[config.mk]
export PLATFORM = sky130hd
export DESIGN_NAME = factorial_controller
export DESIGN_NICKNAME = d
export VERILOG_FILES = /design/src/rtl/factorial_controller.sv
export SDC_FILE = /design/constraint.sdc
export NUM_CORES = 1
export LEC_CHECK = 0
export BUFFER_PORTS_ARGS = -buffer_cell sky130_fd_sc_hd__buf_2
export CORE_AREA = 2 2 131 133
export CTS_CLUSTER_SIZE = 24
export DETAILED_ROUTE_END_ITERATION = 8
export DIE_AREA = 0 0 133 135
export GPL_TIMING_DRIVEN = 0
export PLACE_DENSITY = 0.72
export SYNTH_ARGS = -nofsm -noshare
export SYNTH_HDL_FRONTEND = slang
export SYNTH_SLANG_ARGS = --single-unit
[constraint.sdc]
create_clock -name clk -period 2.75 [get_ports clk]
set_input_delay 0.1375 -clock clk [delete_from_list [all_inputs] [get_ports clk]]
set_output_delay 0.1375 -clock clk [all_outputs]
set_load 0.01 [all_outputs]
[src/rtl/factorial_controller.sv]
// Sequences an external 64x64 multiplier to compute n! with a start/clear FSM.
// Operands are driven only while a multiply is in flight; result is registered.
module factorial_controller #(
    parameter int unsigned NMAX = 20
) (
    input  logic           clk,
    input  logic           reset,
    input  logic           start,
    input  logic           clear,
    input  logic [5:0]     n,
    output logic [63:0]    result,
    output logic           done,
    output logic           busy,
    output logic           error,
    output logic [2:0]     state,
    output logic           mul_op_start,
    output logic           mul_op_clear,
    output logic [63:0]    mul_multiplicand,
    output logic [63:0]    mul_multiplier,
    input  logic [127:0]   mul_result,
    input  logic [1:0]     mul_state
);

    typedef enum logic [2:0] {
        S_IDLE   = 3'd0,
        S_LOAD   = 3'd1,
        S_MSTART = 3'd2,
        S_MWAIT  = 3'd3,
        S_MCLEAR = 3'd4,
        S_DONE   = 3'd5,
        S_ERROR  = 3'd6
    } state_e;

    localparam logic [1:0] MUL_IDLE = 2'b00;
    localparam logic [1:0] MUL_DONE = 2'b10;
    localparam logic [6:0] NMAX_W   = 7'(NMAX);

    state_e      state_q, state_d;
    logic [63:0] acc_q, acc_d;
    logic [63:0] result_q, result_d;
    logic [5:0]  k_q, k_d;
    logic        mclr_sent_q, mclr_sent_d;
    logic        busy_w;

    assign busy_w = (state_q == S_LOAD) || (state_q == S_MSTART) ||
                    (state_q == S_MWAIT) || (state_q == S_MCLEAR);

    always_ff @(posedge clk) begin
        if (reset) begin
            state_q     <= S_IDLE;
            acc_q       <= 64'd1;
            k_q         <= '0;
            result_q    <= '0;
            mclr_sent_q <= 1'b0;
        end else begin
            state_q     <= state_d;
            acc_q       <= acc_d;
            k_q         <= k_d;
            result_q    <= result_d;
            mclr_sent_q <= mclr_sent_d;
        end
    end

    always_comb begin
        state_d          = state_q;
        acc_d            = acc_q;
        k_d              = k_q;
        result_d         = result_q;
        mclr_sent_d      = 1'b0;
        mul_op_start     = 1'b0;
        mul_op_clear     = 1'b0;
        mul_multiplicand = '0;
        mul_multiplier   = '0;

        case (state_q)
            S_IDLE: begin
                if (clear) begin
                    result_d = '0;
                end else if (start) begin
                    if ({1'b0, n} > NMAX_W) begin
                        state_d  = S_ERROR;
                        result_d = '0;
                    end else begin
                        // n is captured here and nowhere else
                        state_d = S_LOAD;
                        acc_d   = 64'd1;
                        k_d     = n;
                    end
                end
            end
            S_LOAD: begin
                if (k_q <= 6'd1) begin
                    state_d  = S_DONE;
                    result_d = acc_q;
                end else begin
                    state_d = S_MSTART;
                end
            end
            S_MSTART: begin
                mul_op_start     = 1'b1;
                mul_multiplicand = acc_q;
                mul_multiplier   = {58'd0, k_q};
                state_d          = S_MWAIT;
            end
            S_MWAIT: begin
                mul_op_start     = 1'b1;
                mul_multiplicand = acc_q;
                mul_multiplier   = {58'd0, k_q};
                if (mul_state == MUL_DONE) begin
                    acc_d   = mul_result[63:0];
                    k_d     = k_q - 6'd1;
                    state_d = S_MCLEAR;
                end
            end
            S_MCLEAR: begin
                // clear pulse on the first cycle, then wait for the multiplier to idle
                mul_op_clear = !mclr_sent_q;
                mclr_sent_d  = 1'b1;
                if (mclr_sent_q && (mul_state == MUL_IDLE)) begin
                    if (k_q <= 6'd1) begin
                        state_d  = S_DONE;
                        result_d = acc_q;
                    end else begin
                        state_d = S_MSTART;
                    end
                end
            end
            S_DONE, S_ERROR: begin
                if (clear) begin
                    state_d  = S_IDLE;
                    result_d = '0;
                end
            end
            default: state_d = S_IDLE;
        endcase

        // abort: drop the operation and flush the multiplier in the same cycle
        if (clear && busy_w) begin
            state_d      = S_IDLE;
            result_d     = '0;
            mclr_sent_d  = 1'b0;
            mul_op_start = 1'b0;
            mul_op_clear = 1'b1;
        end
    end

    assign state  = state_q;
    assign result = result_q;
    assign done   = (state_q == S_DONE);
    assign error  = (state_q == S_ERROR);
    assign busy   = busy_w;

endmodule

==> results.txt <==
crit start category: flop
WHS Path Cells: 3
Gate Count Post-Synth: 820
Worst Hold End: k_q[0]
Slew HR: 51.5%
# nets final: 1318
worst-margin pin slew: 0.727 ns
crit-path cells: clkbuf_1, buf_2, nor2b_1, clkbuf_4, clkbuf_2, and2_1, buf_2
DPL Wire Length: 14100 microns
vias in the first global route: 6250
Seq/Total Area, Yosys: 41.8%
R2R setup slack: 0.19 ns
Area Growth Syn to Fin: 43.9%
worst reg-to-reg path cell count: 7
die width: 133 microns
worst min-delay path category: in -> reg
r2r endpoint: acc_q[56]
most frequent CP cell: buf_2
Setup CP Type: reg -> out
First DRT Iteration DRCs: 426
non-filler cells in the finished layout: 1409
diode count: 0
total power after layout: 0.00735 W
Total GRT Usage: 22.3%
first-pass GRT wire length: 31900 microns
slowest cell delay on critical path: 0.32 ns
Worst Path Required: 2.61 ns
Critical path buffers and inverters: 5
DR pass1 iterations: 5
Starting Density: 40.3%
Leak Pwr: 4.38 nW
VDD IR max: 0.445 mV
FP Rows: 47
gr ovfl total: 0
die footprint: 18000 sq um
Routed WL: 20600 microns
pin count of the biggest net entering global routing: 17
routed vias/inst: 4.76
GPL Wtd Cong: 0.849
Max Slew Vio Count: 0
layout cell share with drive strength beyond 1: 28.9%
Slowest cell on crit path: dfxtp_1
final hold slack: 0.0508 ns
worst skew pair latency: 0.43 ns
placed instance count: 1312
CTS tree: built
most common cell after layout, fill and taps aside: buf_2
Worst Path Arrival: 2.43 ns
antenna violations before repair: 1
area of the mapped netlist: 6610 sq um
reg2reg start: state[0]
via count: 6711
Critical Path Fanout Max: 10
TNS Setup: 0 ns
outcome: complete, no violations
most frequent cells in the layout: buf_2 (228), nand2_1 (204), dfxtp_1 (138)
clock skew: 0.0224 ns
Die Y: 135 microns
Antenna Nets Post-Route: 0
DRC: 0
final setup vio count: 0
Clk Tree Root Cell: clkbuf_16
syn_area_per_cell: 8.06 sq um
max-cap violations: 0
clk slew on worst S/H paths: 0.06 ns
Post-synth EDFFs: 0
final hold violation count: 0
Yosys warnings: 0
HP Start: n[0]
H-tree levels: 4
part of the cycle the worst path needs: 93.3%
maximum clock rate: 390 MHz
WL/cell: 14.6 microns
pwr/cell area: 773 nW/um^2
Synth async-reset ratio: 0%
io pins: 340
Tmin final: 2.57 ns
clk sinks: 138
Primary FF master, synth: dfxtp_1
post-synthesis register bit count: 138
Critical Path End Type: output port
delay-heaviest family, CP: buffers and inverters
Distinct cells, synth: 49
clk buf depth: 2
PortBufs: 215
CTS Buf Count: 17
Core ar.: 16400 sq um
## repair_timing
action | in CTS | in global routing
setup endpoints to repair | 185 | 120
pin swaps | 0 | 1
hold endpoints to repair | 63 | 0
gates resized for setup | 4 | 15
buffers inserted | 0 | 2
hold buffers | 63 | 0
## worst min-delay path, delay by kind of cell
kind	cells	cell delay, ns
AO/OA/AOI/OAI	1	0.09
buffers and inverters	1	0.12
AND/OR/NAND/NOR	1	0.06
## layer usage
layer | routed length, microns | share of wire (%) | GRT usage (%) | up-vias
li1 | - | - | - | 3333
met1 | 8850 | 43 | 28.9 | 3062
met2 | 9900 | 48 | 36.3 | 273
met3 | 1430 | 6.9 | 5.59 | 43
met4 | 432 | 2.1 | 7.83 | 0
met5 | 0 | 0 | 0 | -
## power breakdown
group / total (W) / switching (W) / leakage, nW / internal (W)
registers: 0.00208 / 0.0000340 / 1.11 / 0.00204
clock network: 0.00249 / 0.000945 / 0.302 / 0.00154
logic: 0.00279 / 0.00169 / 2.96 / 0.00110
## cell families (layout without fill, tap and decap cells)
logic type,Yosys count,after routing,share of synthesized area (%)
compound gates,170,170,14.3
xor+xnor,2,2,0.265
fa+ha+maj,2,2,0.379
buf+inv,127,439,11.5
flops,138,138,41.8
mux,65,65,9.84
other cells,1,58,0.0567
simple gates,315,315,21.8
## flip-flops by register name, summed over array words and instances (netlist names)
signal       count
acc_q           64
result          64
k_q              6
state            3
mclr_sent_q      1
## synth_stat cells (3+ instances only)
| library cell | instances | share of area [%] |
|---|---|---|
| buf_4 | 58 | 6.6 |
| mux2i_1 | 65 | 9.8 |
| o41ai_1 | 3 | 0.40 |
| inv_1 | 4 | 0.23 |
| clkbuf_1 | 44 | 2.5 |
| o311ai_0 | 3 | 0.40 |
| buf_2 | 13 | 0.98 |
| and2_1 | 72 | 6.8 |
| nand2b_1 | 5 | 0.47 |
| buf_6 | 7 | 1.2 |
| o21ai_0 | 67 | 5.1 |
| nor3_1 | 6 | 0.45 |
| dfxtp_1 | 138 | 42 |
| a21oi_1 | 73 | 5.5 |
| a31oi_1 | 3 | 0.28 |
| nand2_1 | 204 | 12 |
| nor2_1 | 13 | 0.74 |
## stage by stage
step | setup WS [ns] | cell area (sq um) | util [%]
2_1_floorplan | 0.695 | 6820 | -
3_3_place_gp | -0.0934 | 8180 | 49.8
3_5_place_dp | -0.154 | 8180 | 49.8
4_1_cts | 0.0126 | 9460 | 57.6
5_1_grt | -0.0157 | 9510 | 58.0
6_report | 0.184 | 9510 | 58.0
## final cells by class
cell class / count / area [sq um]
fillers: 1493 / 6890
multi-input cells: 612 / 3310
clock buffers: 18 / 429
repair buffers: 280 / 1750
plain buffers: 123 / 761
clock inverters: 14 / 209
inverters: 4 / 15.0
flip-flops and latches: 138 / 2760
well taps: 220 / 275
## worst max path at each step
| stage | startpoint | to | slack, ns | cells past startpoint |
|---|---|---|---|---|
| after global routing | state[1] | mul_multiplicand[23] | -0.02 | 7 |
| after CTS | state[1] | mul_multiplicand[0] | 0.01 | 7 |
| after global placement | state[1] | result[56] | -0.09 | 7 |
| final | state[1] | mul_multiplicand[30] | 0.18 | 7 |
| after detailed placement | state[1] | result[57] | -0.15 | 7 |
| after floorplan | state[2] | result[53] | 0.69 | 7 |
No activity file was read; power rests on OpenSTA's default activity.
